<file path="src/rtl/cfu_arb_pkg.sv">
// Shared types and function_id field helpers for the two-requester CFU arbiter.
package cfu_arb_pkg;

    typedef enum logic [1:0] {
        IDLE,
        CMD,
        RSP
    } arb_state_e;

    localparam logic [2:0] FUNCT3_MAC = 3'd3;

    function automatic logic [2:0] funct3(input logic [9:0] function_id);
        return function_id[2:0];
    endfunction

    function automatic logic [6:0] funct7(input logic [9:0] function_id);
        return function_id[9:3];
    endfunction

endpackage

</file>
<file path="src/rtl/cfu_rr_arb2.sv">
// Two-way round-robin pick among requesters that are both requesting and eligible.
module cfu_rr_arb2 (
    input  logic [1:0] req_i,
    input  logic [1:0] mask_i,
    input  logic       last_i,
    output logic       grant_o,
    output logic       grant_valid_o
);

    logic [1:0] elig;

    assign elig = req_i & mask_i;

    always_comb begin
        grant_valid_o = |elig;
        grant_o       = 1'b0;
        case (elig)
            2'b10:   grant_o = 1'b1;
            2'b11:   grant_o = ~last_i;  // contention: whoever was not served last
            default: grant_o = 1'b0;
        endcase
    end

endmodule

</file>
<file path="src/rtl/cfu_shared_arbiter.sv">
// Shares one CFU port between two requesters, one command in flight, with a
// MAC lock that keeps the accumulator private to one requester until released.
module cfu_shared_arbiter
    import cfu_arb_pkg::*;
#(
    parameter int unsigned LOCK_TIMEOUT = 64
) (
    input  logic        clk,
    input  logic        reset,

    input  logic        r0_cmd_valid,
    output logic        r0_cmd_ready,
    input  logic [9:0]  r0_cmd_payload_function_id,
    input  logic [31:0] r0_cmd_payload_inputs_0,
    input  logic [31:0] r0_cmd_payload_inputs_1,
    output logic        r0_rsp_valid,
    input  logic        r0_rsp_ready,
    output logic [31:0] r0_rsp_payload_outputs_0,

    input  logic        r1_cmd_valid,
    output logic        r1_cmd_ready,
    input  logic [9:0]  r1_cmd_payload_function_id,
    input  logic [31:0] r1_cmd_payload_inputs_0,
    input  logic [31:0] r1_cmd_payload_inputs_1,
    output logic        r1_rsp_valid,
    input  logic        r1_rsp_ready,
    output logic [31:0] r1_rsp_payload_outputs_0,

    output logic        m_cmd_valid,
    input  logic        m_cmd_ready,
    output logic [9:0]  m_cmd_payload_function_id,
    output logic [31:0] m_cmd_payload_inputs_0,
    output logic [31:0] m_cmd_payload_inputs_1,
    input  logic        m_rsp_valid,
    output logic        m_rsp_ready,
    input  logic [31:0] m_rsp_payload_outputs_0,

    output logic        lock_active,
    output logic        lock_owner,
    output logic        lock_timeout
);

    localparam int unsigned CNT_W = (LOCK_TIMEOUT > 0) ? $clog2(LOCK_TIMEOUT + 1) : 1;

    arb_state_e       state_q, state_d;
    logic             grant_q, grant_d;
    logic             last_q, last_d;
    logic             lock_q, lock_d;
    logic             owner_q, owner_d;
    logic [CNT_W-1:0] cnt_q, cnt_d;
    logic [9:0]       fid_q, fid_d;
    logic [31:0]      in0_q, in0_d;
    logic [31:0]      in1_q, in1_d;

    logic [1:0]  req;
    logic [1:0]  mask;
    logic        arb_gnt;
    logic        arb_gnt_valid;
    logic [9:0]  sel_fid;
    logic [31:0] sel_in0;
    logic [31:0] sel_in1;
    logic        sel_rsp_ready;
    logic        owner_idle;

    assign req  = {r1_cmd_valid, r0_cmd_valid};
    assign mask = lock_q ? (owner_q ? 2'b10 : 2'b01) : 2'b11;

    cfu_rr_arb2 u_rr_arb (
        .req_i         (req),
        .mask_i        (mask),
        .last_i        (last_q),
        .grant_o       (arb_gnt),
        .grant_valid_o (arb_gnt_valid)
    );

    assign sel_fid       = arb_gnt ? r1_cmd_payload_function_id : r0_cmd_payload_function_id;
    assign sel_in0       = arb_gnt ? r1_cmd_payload_inputs_0 : r0_cmd_payload_inputs_0;
    assign sel_in1       = arb_gnt ? r1_cmd_payload_inputs_1 : r0_cmd_payload_inputs_1;
    assign sel_rsp_ready = grant_q ? r1_rsp_ready : r0_rsp_ready;
    assign owner_idle    = lock_q && !req[owner_q];

    always_comb begin
        // NOTE: every output and next-state gets a default first, so no path can infer a latch.
        state_d      = state_q;
        grant_d      = grant_q;
        last_d       = last_q;
        lock_d       = lock_q;
        owner_d      = owner_q;
        cnt_d        = cnt_q;
        fid_d        = fid_q;
        in0_d        = in0_q;
        in1_d        = in1_q;
        r0_cmd_ready = 1'b0;
        r1_cmd_ready = 1'b0;
        r0_rsp_valid = 1'b0;
        r1_rsp_valid = 1'b0;
        m_cmd_valid  = 1'b0;
        m_rsp_ready  = 1'b0;
        lock_timeout = 1'b0;

        case (state_q)
            IDLE: begin
                if (arb_gnt_valid) begin
                    r0_cmd_ready = ~arb_gnt;
                    r1_cmd_ready = arb_gnt;
                    grant_d      = arb_gnt;
                    last_d       = arb_gnt;
                    fid_d        = sel_fid;
                    in0_d        = sel_in0;
                    in1_d        = sel_in1;
                    cnt_d        = '0;
                    state_d      = CMD;
                    // A locked arbiter only grants the owner, so a new lock never steals one.
                    if (funct3(sel_fid) == FUNCT3_MAC) begin
                        if (funct7(sel_fid) != 7'd0) begin
                            lock_d  = 1'b1;
                            owner_d = arb_gnt;
                        end
                    end else begin
                        lock_d = 1'b0;
                    end
                end else if (owner_idle && (LOCK_TIMEOUT != 0)) begin
                    if (cnt_q == CNT_W'(LOCK_TIMEOUT)) begin
                        lock_d       = 1'b0;
                        cnt_d        = '0;
                        lock_timeout = 1'b1;
                    end else begin
                        cnt_d = cnt_q + 1'b1;
                    end
                end
            end
            CMD: begin
                m_cmd_valid = 1'b1;
                if (m_cmd_ready) begin
                    state_d = RSP;
                end
            end
            RSP: begin
                m_rsp_ready  = sel_rsp_ready;
                r0_rsp_valid = ~grant_q & m_rsp_valid;
                r1_rsp_valid = grant_q & m_rsp_valid;
                if (m_rsp_valid && sel_rsp_ready) begin
                    state_d = IDLE;
                end
            end
            default: state_d = IDLE;
        endcase
    end

    // Response data is gated so the idle requester and a reset arbiter see zeros.
    assign r0_rsp_payload_outputs_0 = (state_q == RSP && !grant_q) ? m_rsp_payload_outputs_0 : 32'd0;
    assign r1_rsp_payload_outputs_0 = (state_q == RSP && grant_q) ? m_rsp_payload_outputs_0 : 32'd0;

    assign m_cmd_payload_function_id = fid_q;
    assign m_cmd_payload_inputs_0    = in0_q;
    assign m_cmd_payload_inputs_1    = in1_q;
    assign lock_active               = lock_q;
    assign lock_owner                = owner_q;

    always_ff @(posedge clk or negedge reset) begin
        if (!reset) begin
            state_q <= IDLE;
            grant_q <= 1'b0;
            last_q  <= 1'b1;
            lock_q  <= 1'b0;
            owner_q <= 1'b0;
            cnt_q   <= '0;
            fid_q   <= '0;
            in0_q   <= '0;
            in1_q   <= '0;
        end else begin
            // NOTE: nonblocking assignments so every register samples pre-edge values.
            state_q <= state_d;
            grant_q <= grant_d;
            last_q  <= last_d;
            lock_q  <= lock_d;
            owner_q <= owner_d;
            cnt_q   <= cnt_d;
            fid_q   <= fid_d;
            in0_q   <= in0_d;
            in1_q   <= in1_d;
        end
    end

endmodule

</file>
<file path="config.mk">
export PLATFORM = sky130hd
export DESIGN_NAME = cfu_shared_arbiter
export DESIGN_NICKNAME = d
export VERILOG_FILES = /design/src/rtl/cfu_arb_pkg.sv /design/src/rtl/cfu_rr_arb2.sv /design/src/rtl/cfu_shared_arbiter.sv
export SDC_FILE = /design/constraint.sdc
export NUM_CORES = 1
export LEC_CHECK = 0
export BUFFER_PORTS_ARGS = -buffer_cell sky130_fd_sc_hd__buf_2
export CAP_MARGIN = 5
export CORE_AREA = 4 4 129 131
export DETAILED_ROUTE_END_ITERATION = 8
export DIE_AREA = 0 0 133 135
export PLACE_DENSITY = 0.62
export SLEW_MARGIN = 10
export SYNTH_ARGS = -nofsm -noshare
export SYNTH_HDL_FRONTEND = slang
export SYNTH_SLANG_ARGS = --single-unit
</file>
<file path="constraint.sdc">
create_clock -name clk -period 2 [get_ports clk]
set_input_delay 0.3 -clock clk [delete_from_list [all_inputs] [get_ports clk]]
set_output_delay 0.3 -clock clk [all_outputs]
set_load 0.005 [all_outputs]
</file>
# == Yosys cells after proc, flatten, opt, wreduce, memory -nomap -nowiden ==
# Cells that the tools add are included.
# op_classes
addsub,1
mux,35
n_reduce_logical,16
eq_ne,10
bitwise,6
magnitude_cmp,1
# ops
cell,count
$mux W32,4
$mux W7,3
$mux W1,20
$mux W10,1
$mux W2,5
$reduce_and A4 Y1,2
$add A7 B1 Y7 const B,1
$eq A7 B7 Y1 const B,1
$reduce_bool A7 Y1,1
$eq A2 B2 Y1 const B,3
$ne A2 B2 Y1 const B,3
$pmux W2 S3,1
$logic_and A1 B1 Y1,4
$reduce_and A2 Y1,2
$reduce_bool A2 Y1,2
$eq A3 B2 Y1 const B,1
$ne A3 B2 Y1 const B,1
$not A1 Y1,3
$reduce_and A3 Y1,1
$and A1 B1 Y1,2
$and A2 B2 Y2,1
$eq A2 B1 Y1 const B,1
$logic_not A1 Y1,2
$logic_not A2 Y1,1
3 further kinds,3
# totals
in_bits,188
elab_cells,78
output_inout_bits,147
ff_bits,87

# == Longest topological paths before layout ==
# depth
depth_word,10
depth_mapped,7
ltp_nobuf,7

# == By module ==
# A second synthesis with hierarchy kept.
# unflattened
cells_unflattened,488
hier_area_um2,4600.7
# modules_own_cells
mod,cells_per_inst,seq_area_each_um2,area_per_inst_um2,n_inst
cfu_shared_arbiter,484,2178.3,4583.1,1
cfu_rr_arb2,4,0.0,17.5,1

# == Worst setup path before layout ==
# Ideal clock, no wire load.
# synth_path
kind,register to output
from,register last_q
to,output r0_cmd_ready
stages_incl_launch_ff,7
n_path_buf,3
required_ns,1.700
setup_slack_ns,0.364
arrival_time_ns,1.336
cell_sequence,dfstp_2 -> nand2_1 -> o211ai_1 -> buf_4 -> buf_6 -> buf_6 -> and3_1
# synth_via
elab_chain_len,5
# synth_lines
element,line_no,text
"start, declared",cfu_shared_arbiter.sv:47,"logic last_q, last_d;"
"start signal, assigned",cfu_shared_arbiter.sv:175,last_q <= last_d;
$not A1 Y1,cfu_rr_arb2.sv:19,2'b11: grant_o = ~last_i;
$pmux W1 S2,cfu_rr_arb2.sv:17,case (elig)
$not A1 Y1,cfu_shared_arbiter.sv:104,r0_cmd_ready = ~arb_gnt;
$mux W1,cfu_shared_arbiter.sv:103,if (arb_gnt_valid) begin
$mux W1,cfu_shared_arbiter.sv:101,case (state_q)
"end, declared",cfu_shared_arbiter.sv:12,"output logic r0_cmd_ready,"
# No other way between the ends.

# == Final worst setup path ==
# layout_path
from,register cnt_q[1]
to,output lock_timeout
# layout_via
elab_chain_len,5
# layout_lines
element,line_no,text
"start, declared",cfu_shared_arbiter.sv:50,"logic [CNT_W-1:0] cnt_q, cnt_d;"
"start signal, assigned",cfu_shared_arbiter.sv:178,cnt_q <= cnt_d;
$eq A7 B7 Y1,cfu_shared_arbiter.sv:123,if (cnt_q == CNT_W'(LOCK_TIMEOUT)) begin
$mux W1,cfu_shared_arbiter.sv:123,
$mux W1,cfu_shared_arbiter.sv:122,end else if (owner_idle && (LOCK_TIMEOUT != 0)) begin
$mux W1,cfu_shared_arbiter.sv:103,
$mux W1,cfu_shared_arbiter.sv:101,
"end, declared",cfu_shared_arbiter.sv:40,output logic lock_timeout
# No other way between the ends.

==> metrics.md <==
| Metric | Value |
|---|---|
| CP max FO | 3 |
| Synth Area in XOR/XNOR | 0.943% |
| VDD IR max | 0.000502 V |
| Area Growth Syn to Fin | 52.6% |
| Io pins | 335 |
| Grt peak-use layer | met2 |
| Main flop type after synthesis | dfrtp_1 |
| Ys async rst share | 100% |
| Critical path's top delay family | simple AND/OR/NAND/NOR gates |
| Clk_skew | 0.0104 ns |
| Min Tclk post-route | 2.03 ns |
| Setup Viol. Count Final | 1 |
| Post-synthesis simple-gate area fraction | 20.5% |
| EDFF count, synth | 0 |
| Initial DRT Pass Iterations | 4 |
| Failing checks | setup timing |
| TritonCTS Buffers | 9 |
| Largest net degree at the start of global routing | 67 |
| DIE WIDTH | 133 um |
| Share of cells above drive strength 1 | 48.0% |
| Part of the cycle the worst path needs | 102% |
| Final hold vios | 0 |
| Slew at the pin with the worst max-slew slack | 0.447 ns |
| Worst Path Class, Setup | flip-flop to output port |
| Placeable core area | 15600 um2 |
| Row count | 46 |
| Post-synthesis adder-cell area fraction | 0.539% |
| Final #Nets | 1012 |
| Hold path cells | 2 |
| Routability cong. | 0.844 |
| Antenna fix cells | 0 |
| Slowest-stage cell, CP | dfrtp_1 |
| Grt ovf | 0 |
| H-tree Lvls | 3 |
| Sequential share of power | 35.4% |
| YS warnings | 0 |
| Post-synthesis sequential area ratio | 46.9% |
| Main combinational cell family by area after synthesis | simple AND/OR/NAND/NOR gates |
| Placed Instances | 1016 |
| Comb pwr share | 44.7% |
| Post-synthesis cell count | 481 |
| Setup slack after layout | -0.0312 ns |
| Met2 Use GR | 30.0% |
| DRT iter0 DRCs | 135 |
| RSZ-0062 raised after global routing | true |
| Post-synth cell types | 39 |
| Clk network pwr share | 20.0% |
| Mux cell area share after synthesis | 16.6% |
| Vias in the first global route | 4626 |
| CP bufs+invs | 2 |
| Cell count of the worst reg-to-reg path | 7 |
| Startpoint types | flip-flop |
| Cell area after synthesis | 4650 um2 |
| Root Driver | clkbuf_16 |
| Global-route wire length before repair | 23800 um |
| DP Worst Slack | 0.146 ns |
| Hpwl dp | 12700 um |
| Hold Path Class | primary input to flip-flop |
| Skew-Pair Late Insertion Delay | 0.34 ns |
| CP Capture Type | output port |
| Clk buf depth | 2 |
| Psw | 3.20 mW |
| FF-to-FF Start | last_q$_DFFE_PN1P_ |
| Status | finished, violations left |
| Die ar. | 18000 um2 |
| Initial antenna violation count | 2 |
| Max-slew violations | 0 |
| WHS Endpoint | state_q[0]$_DFFE_PN0P_ |
| Compound-Gate Fraction of Synth Area | 10.4% |
| Clock sink total | 87 |
| CP Data Required Time | 1.70 ns |
| Worst-path cell chain | inv_2 > ha_4 > nor4b_4 > nand3b_1 > nor4_2 > buf_2 |
| Gr usage total | 16.7% |
| Sw Ratio | 37.1% |
| Post-route ant nets | 0 |
| Total Wirelength | 16000 um |
| Worst r2r dst | m_cmd_payload_inputs_1[2]$_DFFE_PN0P_ |
| Met1 Usage GRT | 19.0% |
| Mapped Nets | 671 |
| Avg WL per Cell | 15.4 um |
| I/O Buffers | 334 |
| Max-Slew Margin vs Limit | 70.0% |
| M3 GR Usage | 4.58% |
| Final Non-Filler Cells | 1043 |
| Yosys reg bits | 87 |
| Max Freq | 0.492 GHz |
| Via count | 4657 |
| Leakage | 4.00 nW |
| Die H | 135 um |
| Number of vias per cell | 4.47 |
| Worst reg2reg setup slack | 0.14 ns |
| Post-Syn Area per Cell | 9.66 um2 |
| Max-Cap Viols | 0 |
| Crit path arrival time | 1.73 ns |
| CTS tree | done |
| Clock Pin Slew Worst Setup and Hold Paths | 0.06 ns |
| CP max stage delay | 0.40 ns |
| Initial Util | 29.8% |
| DRC | 0 |
| Internal power | 5.41 mW |
| Power Dens Cells | 1210 nW/um2 |
| Hold path startpoint | m_cmd_ready |
how the worst max path moves through the flow:
| stage | from | slack, ns | cells past startpoint | end |
|---|---|---|---|---|
| after detailed placement | last_q$_DFFE_PN1P_ | 0.15 | 6 | m_cmd_payload_inputs_1[1]$_DFFE_PN0P_ |
| final | cnt_q[1]$_DFFE_PN0P_ | -0.03 | 6 | lock_timeout |
| after floorplan | last_q$_DFFE_PN1P_ | 0.36 | 6 | r0_cmd_ready |
| after CTS | cnt_q[0]$_DFFE_PN0P_ | -0.07 | 6 | lock_timeout |
| after global routing | cnt_q[1]$_DFFE_PN0P_ | -0.12 | 6 | lock_timeout |
| after global placement | last_q$_DFFE_PN1P_ | 0.24 | 6 | m_cmd_payload_inputs_0[6]$_DFFE_PN0P_ |
layout make-up:
type                            instances  area (um2)
Inverter                                5        18.8
Clock buffer                           10         239
Clock inverter                          6        68.8
Tap cell                              216         270
Multi-Input combinational cell        358        2340
Fill cell                            1599        8510
Timing Repair Buffer                  361        1970
Sequential cell                        87        2180
flip-flops by register name (all words and copies together), names as in the netlist:
register and cells:
cnt_q 7, grant_q 1, last_q 1, lock_active 1, lock_owner 1, m_cmd_payload_function_id 10, m_cmd_payload_inputs_0 32, m_cmd_payload_inputs_1 32
state_q 2
synthesized netlist by cell type, types with 2 or more instances:
master    instances  share of area, %
a21o_1            3              0.48
a21oi_1           2              0.22
and2_1           67               9.0
buf_2             8              0.86
buf_4             8               1.3
buf_6             2              0.48
clkbuf_1         13               1.1
dfrtp_1          86                46
ha_1              2              0.54
inv_1             5              0.40
mux2i_1          77                17
nand2_1          81               6.5
nand2b_1          3              0.40
nand3_1           4              0.43
nand4_1           2              0.27
nor2_1           12              0.97
nor3_1            2              0.22
nor4_1            2              0.27
nor4_2            2              0.54
o21ai_0          71               7.6
o21ai_1           7              0.75
or4_1             2              0.32
xor2_1            4              0.75
layer usage:
metal  share of wire (%)  vias up
met1                  38     2105
li1                    -     2313
met4                 1.9        4
met3                 7.4       28
met2                  52      207
met5                0.16        -
power by group through the flow:
stage	Clock (mW)	Sequential (mW)	Combinational, mW
after global placement	0	3.03	3.68
after CTS	1.79	3.04	3.76
final	1.72	3.04	3.85
after detailed placement	0	3.06	3.73
after global routing	1.85	3.16	4.34
after floorplan	0	3.11	1.88
logic make-up (layout without fill, tap and decap cells):
group                    after synthesis  after routing
XOR/XNOR                               5              5
adder cells (fa/ha/maj)                2              2
AND/OR/NAND/NOR                      185            185
flip-flops                            87             87
buffers and inverters                 36            382
multiplexers                          77             77
AO/OA/AOI/OAI                         89             89
metrics by stage:
stage                     instance area (um2)  utilization, %  TNS [ns]  hold slack, ns  power [mW]
after floorplan                          4650               -         0         0.00441        5.00
after global placement                   6590            42.3         0           0.269        6.71
after detailed placement                 6590            42.3         0           0.264        6.79
after CTS                                6960            44.6   -0.0652           0.150        8.59
after global routing                     7090            45.4     -2.35           0.173        9.35
final                                    7090            45.4   -0.0312           0.165        8.61
what timing repair did:
action,CTS,global route
gates resized for setup,6,20
cloned,0,2
setup endpoints to repair,37,86
hold endpoints to repair,28,0
pin swaps,2,5
hold buffers,1,0
buffers inserted,3,5
placed cells by master (no fill, tap or decap), drive strengths merged, types with 2 or more instances in the layout:
cell type | Yosys | final
buf | 18 | 360
dfrtp | 86 | 86
nand2 | 82 | 82
o21ai | 78 | 78
mux2i | 77 | 77
and2 | 67 | 67
nor2 | 12 | 12
clkbuf | 13 | 10
inv | 5 | 6
nand3 | 4 | 4
xor2 | 4 | 4
nor4 | 4 | 4
nor3 | 4 | 4
nand2b | 3 | 3
a21o | 3 | 3
a21oi | 3 | 3
clkinv | 0 | 3
nand4 | 2 | 2
or4 | 2 | 2
o211ai | 2 | 2
ha | 2 | 2
No activity file was read; power rests on OpenSTA's default activity.
